--- config.mk ---
export PLATFORM = sky130hd
export DESIGN_NAME = acq_bank_scheduler
export DESIGN_NICKNAME = d
export VERILOG_FILES = /design/src/rtl/acq_bank_scheduler.sv
export SDC_FILE = /design/constraint.sdc
export NUM_CORES = 1
export LEC_CHECK = 0
export CELL_PAD_IN_SITES_DETAIL_PLACEMENT = 1
export CELL_PAD_IN_SITES_GLOBAL_PLACEMENT = 1
export CORE_UTILIZATION = 40
export DETAILED_ROUTE_END_ITERATION = 6
export PLACE_DENSITY = 0.78
export RECOVER_POWER = 25
export SETUP_SLACK_MARGIN = 0.4
export SYNTH_ARGS = -nofsm -noshare
export SYNTH_HDL_FRONTEND = slang
export SYNTH_SLANG_ARGS = --single-unit
--- constraint.sdc ---
create_clock -name ADC_I_clk -period 3 [get_ports ADC_I_clk]
set_input_delay 0.75 -clock ADC_I_clk [delete_from_list [all_inputs] [get_ports ADC_I_clk]]
set_output_delay 0.75 -clock ADC_I_clk [all_outputs]
set_load 0.01 [all_outputs]
--- src/rtl/acq_bank_scheduler.sv ---
// Capture sequencer for the dual-bank ADC sample buffer: arm/trigger, bank-aligned write
// gating, per-bank ready tracking, completion IRQ and overrun stall.
module acq_bank_scheduler #(
  parameter int unsigned DEPTH_LOG2 = 13,
  parameter int unsigned CNT_W      = 8
) (
  input  logic             ADC_I_clk,
  input  logic             I_rst_n,
  input  logic             CTL_I_arm,
  input  logic             CTL_I_abort,
  input  logic             CTL_I_trigMode,
  input  logic [15:0]      CTL_I_threshold,
  input  logic [CNT_W-1:0] CTL_I_numBanks,
  input  logic             ADC_I_dataValid,
  input  logic [15:0]      ADC_I_data,
  input  logic [1:0]       BF_I_bankRelease,
  output logic             O_dataValid,
  output logic [15:0]      O_data,
  output logic             O_bufRst,
  output logic [1:0]       O_bankReady,
  output logic             O_irq,
  output logic             O_irqBank,
  output logic [1:0]       O_state,
  output logic             O_overrun,
  output logic             O_done
);

  typedef enum logic [1:0] {
    StIdle    = 2'b00,
    StArmed   = 2'b01,
    StCapture = 2'b10,
    StStall   = 2'b11
  } state_e;

  localparam logic [DEPTH_LOG2-1:0] IdxLast = '1;

  state_e                state_q, state_d;
  logic [DEPTH_LOG2-1:0] idx_q, idx_d;
  logic [CNT_W-1:0]      cnt_q, cnt_d;
  logic                  bank_q, bank_d;
  logic                  comp_q, comp_d;
  logic [1:0]            ready_q, ready_d;
  logic                  ovr_q, ovr_d;
  logic                  dv_q, dv_d;
  logic [15:0]           data_q, data_d;
  logic                  irq_q, irq_d;
  logic                  irq_bank_q, irq_bank_d;
  logic                  done_q, done_d;
  logic                  buf_rst_q, buf_rst_d;
  logic                  mode_q, mode_d;
  logic [15:0]           thr_q, thr_d;
  logic [CNT_W-1:0]      nb_q, nb_d;

  logic [16:0] sample_abs;
  logic        trig_hit;
  logic        nxt_bank;

  // 17-bit magnitude so that -32768 maps to 32768 rather than overflowing.
  assign sample_abs = ADC_I_data[15] ? (17'd0 - {ADC_I_data[15], ADC_I_data})
                                     : {1'b0, ADC_I_data};
  assign trig_hit   = !mode_q || (sample_abs >= {1'b0, thr_q});
  assign nxt_bank   = ~bank_q;

  always_comb begin
    state_d    = state_q;
    idx_d      = idx_q;
    cnt_d      = cnt_q;
    bank_d     = bank_q;
    comp_d     = 1'b0;
    // Release applies first so a same-cycle completion set wins.
    ready_d    = ready_q & ~BF_I_bankRelease;
    ovr_d      = ovr_q;
    dv_d       = 1'b0;
    data_d     = data_q;
    irq_d      = 1'b0;
    irq_bank_d = irq_bank_q;
    done_d     = 1'b0;
    buf_rst_d  = 1'b0;
    mode_d     = mode_q;
    thr_d      = thr_q;
    nb_d       = nb_q;

    if (CTL_I_abort) begin
      state_d = StIdle;
    end else begin
      unique case (state_q)
        StIdle: begin
          if (CTL_I_arm) begin
            state_d   = StArmed;
            ready_d   = 2'b00;
            ovr_d     = 1'b0;
            idx_d     = '0;
            cnt_d     = '0;
            bank_d    = 1'b0;
            buf_rst_d = 1'b1;
            mode_d    = CTL_I_trigMode;
            thr_d     = CTL_I_threshold;
            nb_d      = CTL_I_numBanks;
          end
        end
        StArmed: begin
          if (ADC_I_dataValid && trig_hit) begin
            dv_d    = 1'b1;
            data_d  = ADC_I_data;
            idx_d   = DEPTH_LOG2'(1);
            state_d = StCapture;
          end
        end
        StCapture: begin
          if (comp_q) begin
            // Completion cycle: the previous write closed the current bank.
            irq_d            = 1'b1;
            irq_bank_d       = bank_q;
            ready_d[bank_q]  = 1'b1;
            cnt_d            = cnt_q + CNT_W'(1);
            if ((nb_q != '0) && (cnt_d == nb_q)) begin
              done_d  = 1'b1;
              state_d = StIdle;
            end else begin
              bank_d = nxt_bank;
              if (ready_d[nxt_bank]) begin
                state_d = StStall;
                ovr_d   = 1'b1;
              end else if (ADC_I_dataValid) begin
                dv_d   = 1'b1;
                data_d = ADC_I_data;
                idx_d  = DEPTH_LOG2'(1);
              end
            end
          end else if (ADC_I_dataValid) begin
            dv_d   = 1'b1;
            data_d = ADC_I_data;
            idx_d  = idx_q + DEPTH_LOG2'(1);
            comp_d = (idx_q == IdxLast);
          end
        end
        StStall: begin
          if (!ready_d[bank_q]) begin
            state_d = StCapture;
          end
        end
        default: state_d = StIdle;
      endcase
    end
  end

  always_ff @(posedge ADC_I_clk or negedge I_rst_n) begin
    if (!I_rst_n) begin
      state_q    <= StIdle;
      idx_q      <= '0;
      cnt_q      <= '0;
      bank_q     <= 1'b0;
      comp_q     <= 1'b0;
      ready_q    <= 2'b00;
      ovr_q      <= 1'b0;
      dv_q       <= 1'b0;
      data_q     <= '0;
      irq_q      <= 1'b0;
      irq_bank_q <= 1'b0;
      done_q     <= 1'b0;
      buf_rst_q  <= 1'b0;
      mode_q     <= 1'b0;
      thr_q      <= '0;
      nb_q       <= '0;
    end else begin
      state_q    <= state_d;
      idx_q      <= idx_d;
      cnt_q      <= cnt_d;
      bank_q     <= bank_d;
      comp_q     <= comp_d;
      ready_q    <= ready_d;
      ovr_q      <= ovr_d;
      dv_q       <= dv_d;
      data_q     <= data_d;
      irq_q      <= irq_d;
      irq_bank_q <= irq_bank_d;
      done_q     <= done_d;
      buf_rst_q  <= buf_rst_d;
      mode_q     <= mode_d;
      thr_q      <= thr_d;
      nb_q       <= nb_d;
    end
  end

  assign O_dataValid = dv_q;
  assign O_data      = data_q;
  assign O_bufRst    = buf_rst_q;
  assign O_bankReady = ready_q;
  assign O_irq       = irq_q;
  assign O_irqBank   = irq_bank_q;
  assign O_state     = state_q;
  assign O_overrun   = ovr_q;
  assign O_done      = done_q;

endmodule

==> run metrics, run 1 <==
worst-path cell chain buf_6 -> or4_4 -> or2_4 -> o31ai_4 -> xnor2_2 -> ha_1 -> buf_6 -> a21o_1 -> a2111oi_4 -> nand2_1 -> nor3_2 -> nor2_1 -> o211a_4 -> buf_12 -> mux2_4; commonest non-fill, non-tap cells in the layout 76 x nand2_1, 74 x dfrtp_1, 61 x clkdlybuf4s50_1; htree depth 3; commonest non-fill, non-tap cell in the layout nand2_1; die height 105.4 um; Max Freq 263.0 MHz; placed cell count about 690; average size of a mapped cell 9.335 um2; Combinational Power Share 42.6%; CP most frequent cell buf_6; fin. max-slew vios 75; Post-DRT Antenna Nets 0; GP Congestion 0.7863; LEAKAGE approximately 2.7 nW; total grt overflow 0; Slew @ Worst Pin 1.910 ns; filler cell count 1155; total wire length 13.90 mm; asr flop ratio synth 100.0%; fin crit share 126.8%; EDFF count, synth 0; CTS root buf clkbuf_8; slowest CP cell or4_4; Vias 3943; Yosys reg bits 74; Hold-fix buffers, CTS 0; ANT cells 0; Worst Setup End Kind register; top_reg_cell synth dfrtp_1; Residual DRC 0; row cnt 37; clock skew 0.008776 ns; VDD IR-drop max between 0.0003 and 0.0004 V; status finished with violations; Initial DRC Count 125; Multi-input gate area 0.002537 mm2; Sinks on Clock Net 74; initial antenna violation count 0; CTS tree built; Synth-to-Final Area Change 42.90%; largest net degree at the start of global routing between 70 and 80; core area 0.01032 mm2; Mapped Cells 458; Worst setup SP type input port; first-pass GRT wire length 21.56 mm; Worst Path Max Fanout 8; synthesized net count about 530; kind of critical path in -> reg; cell area after synthesis 0.004275 mm2; CTS Buf Count 9; Layout Cells excl Fill between 700 and 800; worst skew pair latency 0.35 ns; Crit path max-delay family simple AND/OR/NAND/NOR gates; post-synth cell types 58; share of power burned in registers 33.5%; Ports 74; Seq/Total Area, Yosys 43.31%; power share of the clock group 24.0%; Die ar. 0.01111 mm2; CP arrival 4.05 ns; pwr dens 719.3 mW/mm2; min cycle time layout roughly 3.8 ns; First-pass DRT Iterations 4; Worst Path Buf+Inv 3; Final TNS setup -23.12 ns; Routed wire per std cell between 15 and 20 um; sw power 1.545 mW; Pint approximately 2.8 mW; via density per instance between 5 and 6; CTS Buffer Depth 2; Final Hold Viols 0; vias in the first global route 4295; Slew Limit Headroom -27.32%; port bufs 73; CP peak stage delay 0.52 ns; CP required between 3 and 4 ns; DP Wirelength 9.408 mm; Final WS setup -0.8027 ns; Worst Hold Class reg -> reg; Sw Share between 30% and 40%; Reg area around 0.0019 mm2; violated checks max-capacitance violations, max-slew violations, negative setup slack; setup violators final 32; share of cells above drive strength 1 between 20% and 30%; die width around 110 um; Final #Nets 649; Total Routing Usage GR 24.97%; RSZ-0062 raised after global routing yes; Ys Warns 0; starting density of the core 41.41%; max-cap check violation count 1; Worst-path clk slew 0.09 ns
-- cell type report --
| type | instances | share of cell area, % |
|---|---|---|
| clock inverter | 6 | 2.253 |
| inverter | 32 | 1.966 |
| timing repair buffer | 126 | 19.07 |
| multi-input combinational | 335 | 41.53 |
| clock buffer | 10 | 2.089 |
| sequential | 74 | 30.31 |
| tap | 136 | 2.785 |
-- worst paths after layout --
kind                                            start                     end  slack (ns)  cells past startpoint
max in group asynchronous                     I_rst_n  O_data[11]$_DFFE_PN0P_        0.95                      1
worst min register to register  O_irqBank$_DFFE_PN0P_   O_irqBank$_DFFE_PN0P_        0.48                      2
worst max register to register   cnt_q[1]$_DFFE_PN0P_   O_data[5]$_DFFE_PN0P_        0.24                     11
worst max-delay path                   ADC_I_data[10]   O_data[5]$_DFFE_PN0P_       -0.80                     15
min in group asynchronous                     I_rst_n    thr_q[1]$_DFFE_PN0P_        0.89                      1
worst min-delay path            O_irqBank$_DFFE_PN0P_   O_irqBank$_DFFE_PN0P_        0.48                      2
-- power by group through the flow --
stage               sequential (mW)  combinational, mW  clock [mW]
CTS                            1.47               1.79        1.07
global placement               1.47               1.53           0
global route                   1.50               2.02        1.10
detailed placement             1.49               1.62           0
finish                         1.47               1.87        1.05
floorplan                      1.48              0.866           0
-- repair_timing --
item	CTS	global route
endpoints found under the setup margin	32	32
buffers inserted	8	0
gates cloned	1	1
gates resized for setup	56	21
pin swaps	19	8
-- metal layers --
layer  vias up  wire length, um  GRT usage, %
met5         -                0             0
met4         0              372         11.17
met2        79             7310         45.25
met1      1983             5838         29.20
li1       1852                -             -
met3        29              375         3.401
-- worst reg2reg max path, stage by stage (launching register included) --
cell and delay, ns:
dfrtp_1 0.40, ha_1 0.29, nand3_2 0.09, buf_4 0.17
o21ai_0 0.20, o311ai_0 0.17, and4bb_1 0.36, buf_4 0.17
nor2_1 0.08, o211a_4 0.28, buf_12 0.15, mux2_4 0.30
-- Yosys cell counts (2+ instances only) --
cell type  number  share of area [%]
a41oi_1         2               0.41
o31ai_1         7                1.2
buf_4           2               0.35
dfrtp_1        74                 43
and4_1          2               0.41
nor2_1         18                1.6
nor3_1          6               0.70
a2111oi_0       2               0.41
nor3b_1         3               0.53
clkbuf_1        9               0.79
ha_1           23                6.7
o211a_1         2               0.47
and3_1         13                1.9
nand3b_1        2               0.35
o41ai_1         3               0.61
o22ai_1         2               0.29
o21ai_0        36                4.2
mux2i_1         5                1.2
or4_1           2               0.35
nand2_1        77                6.8
nand2b_1        6               0.88
nand3_1         9                1.1
buf_2           2               0.23
buf_6           3               0.79
xor2_1          4               0.82
a21o_1          5               0.88
o311ai_0        2               0.41
a31oi_1        12                1.8
inv_1          32                2.8
xnor2_1        18                3.7
mux2_2         15                4.0
and2b_2         2               0.41
or3_1           3               0.44
nand4_1         2               0.29
nor4_1          4               0.59
o21a_1          9                1.6
a21oi_1        19                2.2
-- registers in the layout, indices dropped and copies added (netlist names), 2 cells and up --
register,flops
thr_q,16
nb_q,8
O_data,16
idx_q,13
cnt_q,8
O_bankReady,2
O_state,2
-- logic make-up (layout without fill, tap and decap cells) --
| family | count (synthesis) | count (layout) | share of synthesized area, % |
|---|---|---|---|
| fa+ha+maj | 23 | 23 | 6.731 |
| xor+xnor | 22 | 22 | 4.507 |
| compound gates | 110 | 110 | 16.48 |
| flops | 74 | 74 | 43.31 |
| buf+inv | 49 | 174 | 5.063 |
| mux | 21 | 21 | 5.385 |
| simple gates | 159 | 159 | 18.53 |
-- stage by stage --
stage / hold WS (ns) / utilization [%] / total power [mW] / instance area [um2] / setup WS, ns
after floorplan: 0.4497 / - / 2.349 / 4343 / -0.7342
after global placement: 0.4673 / 53.05 / 2.995 / 5477 / -1.433
after detailed placement: 0.4640 / 53.05 / 3.105 / 5477 / -1.565
after CTS: 0.4847 / 57.86 / 4.323 / 5973 / -0.7722
after global routing: 0.5083 / 59.18 / 4.619 / 6110 / -0.8826
final: 0.4812 / 59.18 / 4.395 / 6110 / -0.8027
(Power assumes the default switching activity.)
==> inputs of run 2 (changes only) <==
Settings changed: CTS_BUF_LIST set to sky130_fd_sc_hd__clkbuf_16, REMOVE_ABC_BUFFERS set to 1, SKIP_CTS_REPAIR_TIMING set to 1.
==> run 2 against run 1 <==
The flow still finishes with violations (max-capacitance violations, max-slew violations, negative setup slack); non-clock buffer count fell by 4; utilization fell by 0.48 points; setup slack got worse by 0.090 ns; global-route usage fell by 2.3 points.
==> run metrics, run 2 (synthesis gave the netlist of run 1 again) <==
Ports 74 (unchanged); starting density of the core 41.41% (unchanged); via density per instance 5.473 (-0.21%); Worst Setup End Kind register; pwr dens 724.1 mW/mm2 (+0.66%); kind of critical path in -> reg; Final #Nets 645 (-0.62%); Final Hold Viols 0 (unchanged); die width 105.4 um (unchanged); finished layout cell area 0.006060 mm2 (-0.82%); fin. max-slew vios 75 (unchanged); post-placement cell area 0.005383 mm2 (-1.7%); Die ar. 0.01111 mm2 (unchanged); CP arrival 4.12 ns (+0.07 ns); RSZ-0062 raised after global routing yes; Worst Hold Class reg -> reg; max-cap check violation count 1 (unchanged); htree depth 3 (unchanged); setup violators final 32 (unchanged); CP required 3.22 ns (-0.02 ns); CTS root buf clkbuf_16; Total Routing Usage GR 22.62% (-2.3 points); Worst setup SP type input port; core area 0.01032 mm2 (unchanged); Slew Limit Headroom -23.14% (+4.2 points); CTS Buffer Depth 2 (unchanged); Slew @ Worst Pin 1.847 ns (-0.06279 ns); largest net degree at the start of global routing 75 (unchanged); violated checks max-capacitance violations, max-slew violations, negative setup slack; first-pass GRT wire length 19.80 mm (-8.2%); Final WS setup -0.8928 ns (-0.09016 ns); Final TNS setup -25.94 ns (-2.826 ns); commonest non-fill, non-tap cells in the layout 75 x nand2_1, 74 x dfrtp_1, 62 x clkdlybuf4s50_1; Residual DRC 0 (unchanged); GP Congestion 0.8130 (+3.4%); total grt overflow 0 (unchanged); vias in the first global route 4111 (-4.3%); CTS Buf Count 9 (unchanged); die height 105.4 um (unchanged); Vias 3913 (-0.76%); Synth-to-Final Area Change 41.73%; VDD IR-drop max 0.0004134 V (+6.3%); initial antenna violation count 0 (unchanged); First-pass DRT Iterations 4 (unchanged); row cnt 37 (unchanged); share of cells above drive strength 1 20.21% (-3.6 points); port bufs 73 (unchanged); worst skew pair latency 0.34 ns (about the same); Routed wire per std cell 18.12 um (-6.2%); fin crit share 129.8% (+3.0 points); Worst Path Max Fanout 8 (unchanged); LEAKAGE 2.816 nW (+3.1%); status finished with violations; Initial DRC Count 96 (-23%); DP Wirelength 8.527 mm (-9.4%); ANT cells 0 (unchanged); Sinks on Clock Net 74 (unchanged); Max Freq 256.9 MHz (-2.3%); CTS tree built; clock skew 0.005209 ns (-0.003567 ns); Worst-path clk slew 0.06 ns (-0.03 ns); Post-DRT Antenna Nets 0 (unchanged); commonest non-fill, non-tap cell in the layout nand2_1; total wire length 12.96 mm (-6.8%); min cycle time layout 3.893 ns (+0.09016 ns)
run 2: cell types whose count changed in the layout (fill, tap and decap cells not counted), moves of 6 or more:
cell            previous run  this run
a21oi_1                    9        18
a21oi_2                   10         1
mux2_4                     1        12
clkbuf_16                  0        11
clkbuf_8                   9         0
buf_6                      8         2
dlygate4sd2_1              7         0
mux2_2                    15         4
a31oi_1                    4        12
dlymetal6s2s_1             0         7
run 2: layer usage:
metal,vias to the layer above,share of wire (%),GRT usage (%)
li1,1851,-,-
met1,1945,42,27.93
met2,93,51,39.19
met3,24,4.5,3.896
met4,0,2.4,8.954
met5,-,0,0
run 2: metrics by stage:
| stage | total power [mW] | cells | utilization, % | hold WS (ns) | setup slack, ns |
|---|---|---|---|---|---|
| finish | 4.388 | 715 | 58.70 | 0.4804 | -0.8928 |
| global route | 4.643 | 715 | 58.70 | 0.5116 | -1.050 |
| CTS | 4.111 | 705 | 54.90 | 0.4858 | -1.467 |
| detailed placement | 3.011 | 689 | 52.14 | 0.4733 | -1.778 |
| global placement | 2.925 | 689 | 52.14 | 0.4575 | -1.561 |
| floorplan | 2.280 | 441 | - | 0.4497 | -1.009 |
run 2: worst max-delay path, stage by stage:
cell and delay (ns):
clkdlybuf4s50_1 0.43, buf_4 0.17, nor2_2 0.19, nand3_4 0.16, buf_4 0.17, o21ai_2 0.16
xnor2_1 0.09, ha_1 0.28, nand4_1 0.12, buf_4 0.18, a2111oi_4 0.30, buf_4 0.18
nor3_4 0.04, nor2_1 0.11, o211a_1 0.27, buf_12 0.17, mux2_2 0.34
run 2: where the power goes:
part | internal [mW] | switching (mW)
combinational | 0.964 | 0.893
sequential | 1.28 | 0.195
clock | 0.633 | 0.422
total | 2.88 | 1.51
run 2: worst paths after layout:
kind	startpoint	end	slack, ns	cells after the start
max	ADC_I_data[2]	O_data[12]$_DFFE_PN0P_	-0.89	17
min	O_overrun$_DFFE_PN0P_	O_overrun$_DFFE_PN0P_	0.48	1
max reg2reg	cnt_q[1]$_DFFE_PN0P_	O_data[7]$_DFFE_PN0P_	0.27	9
min reg2reg	O_overrun$_DFFE_PN0P_	O_overrun$_DFFE_PN0P_	0.48	1
max in group asynchronous	I_rst_n	idx_q[7]$_DFFE_PN0P_	0.99	1
min in group asynchronous	I_rst_n	cnt_q[2]$_DFFE_PN0P_	0.89	1
run 2: cell type report:
| class | instances | area [um2] |
|---|---|---|
| clock inverters | 7 | 60.06 |
| clock buffers | 9 | 225.2 |
| repair buffers | 122 | 1179 |
| multi-input cells | 335 | 2454 |
| fillers | 1149 | 4264 |
| flip-flops and latches | 74 | 1852 |
| inverters | 32 | 120.1 |
| well taps | 136 | 170.2 |
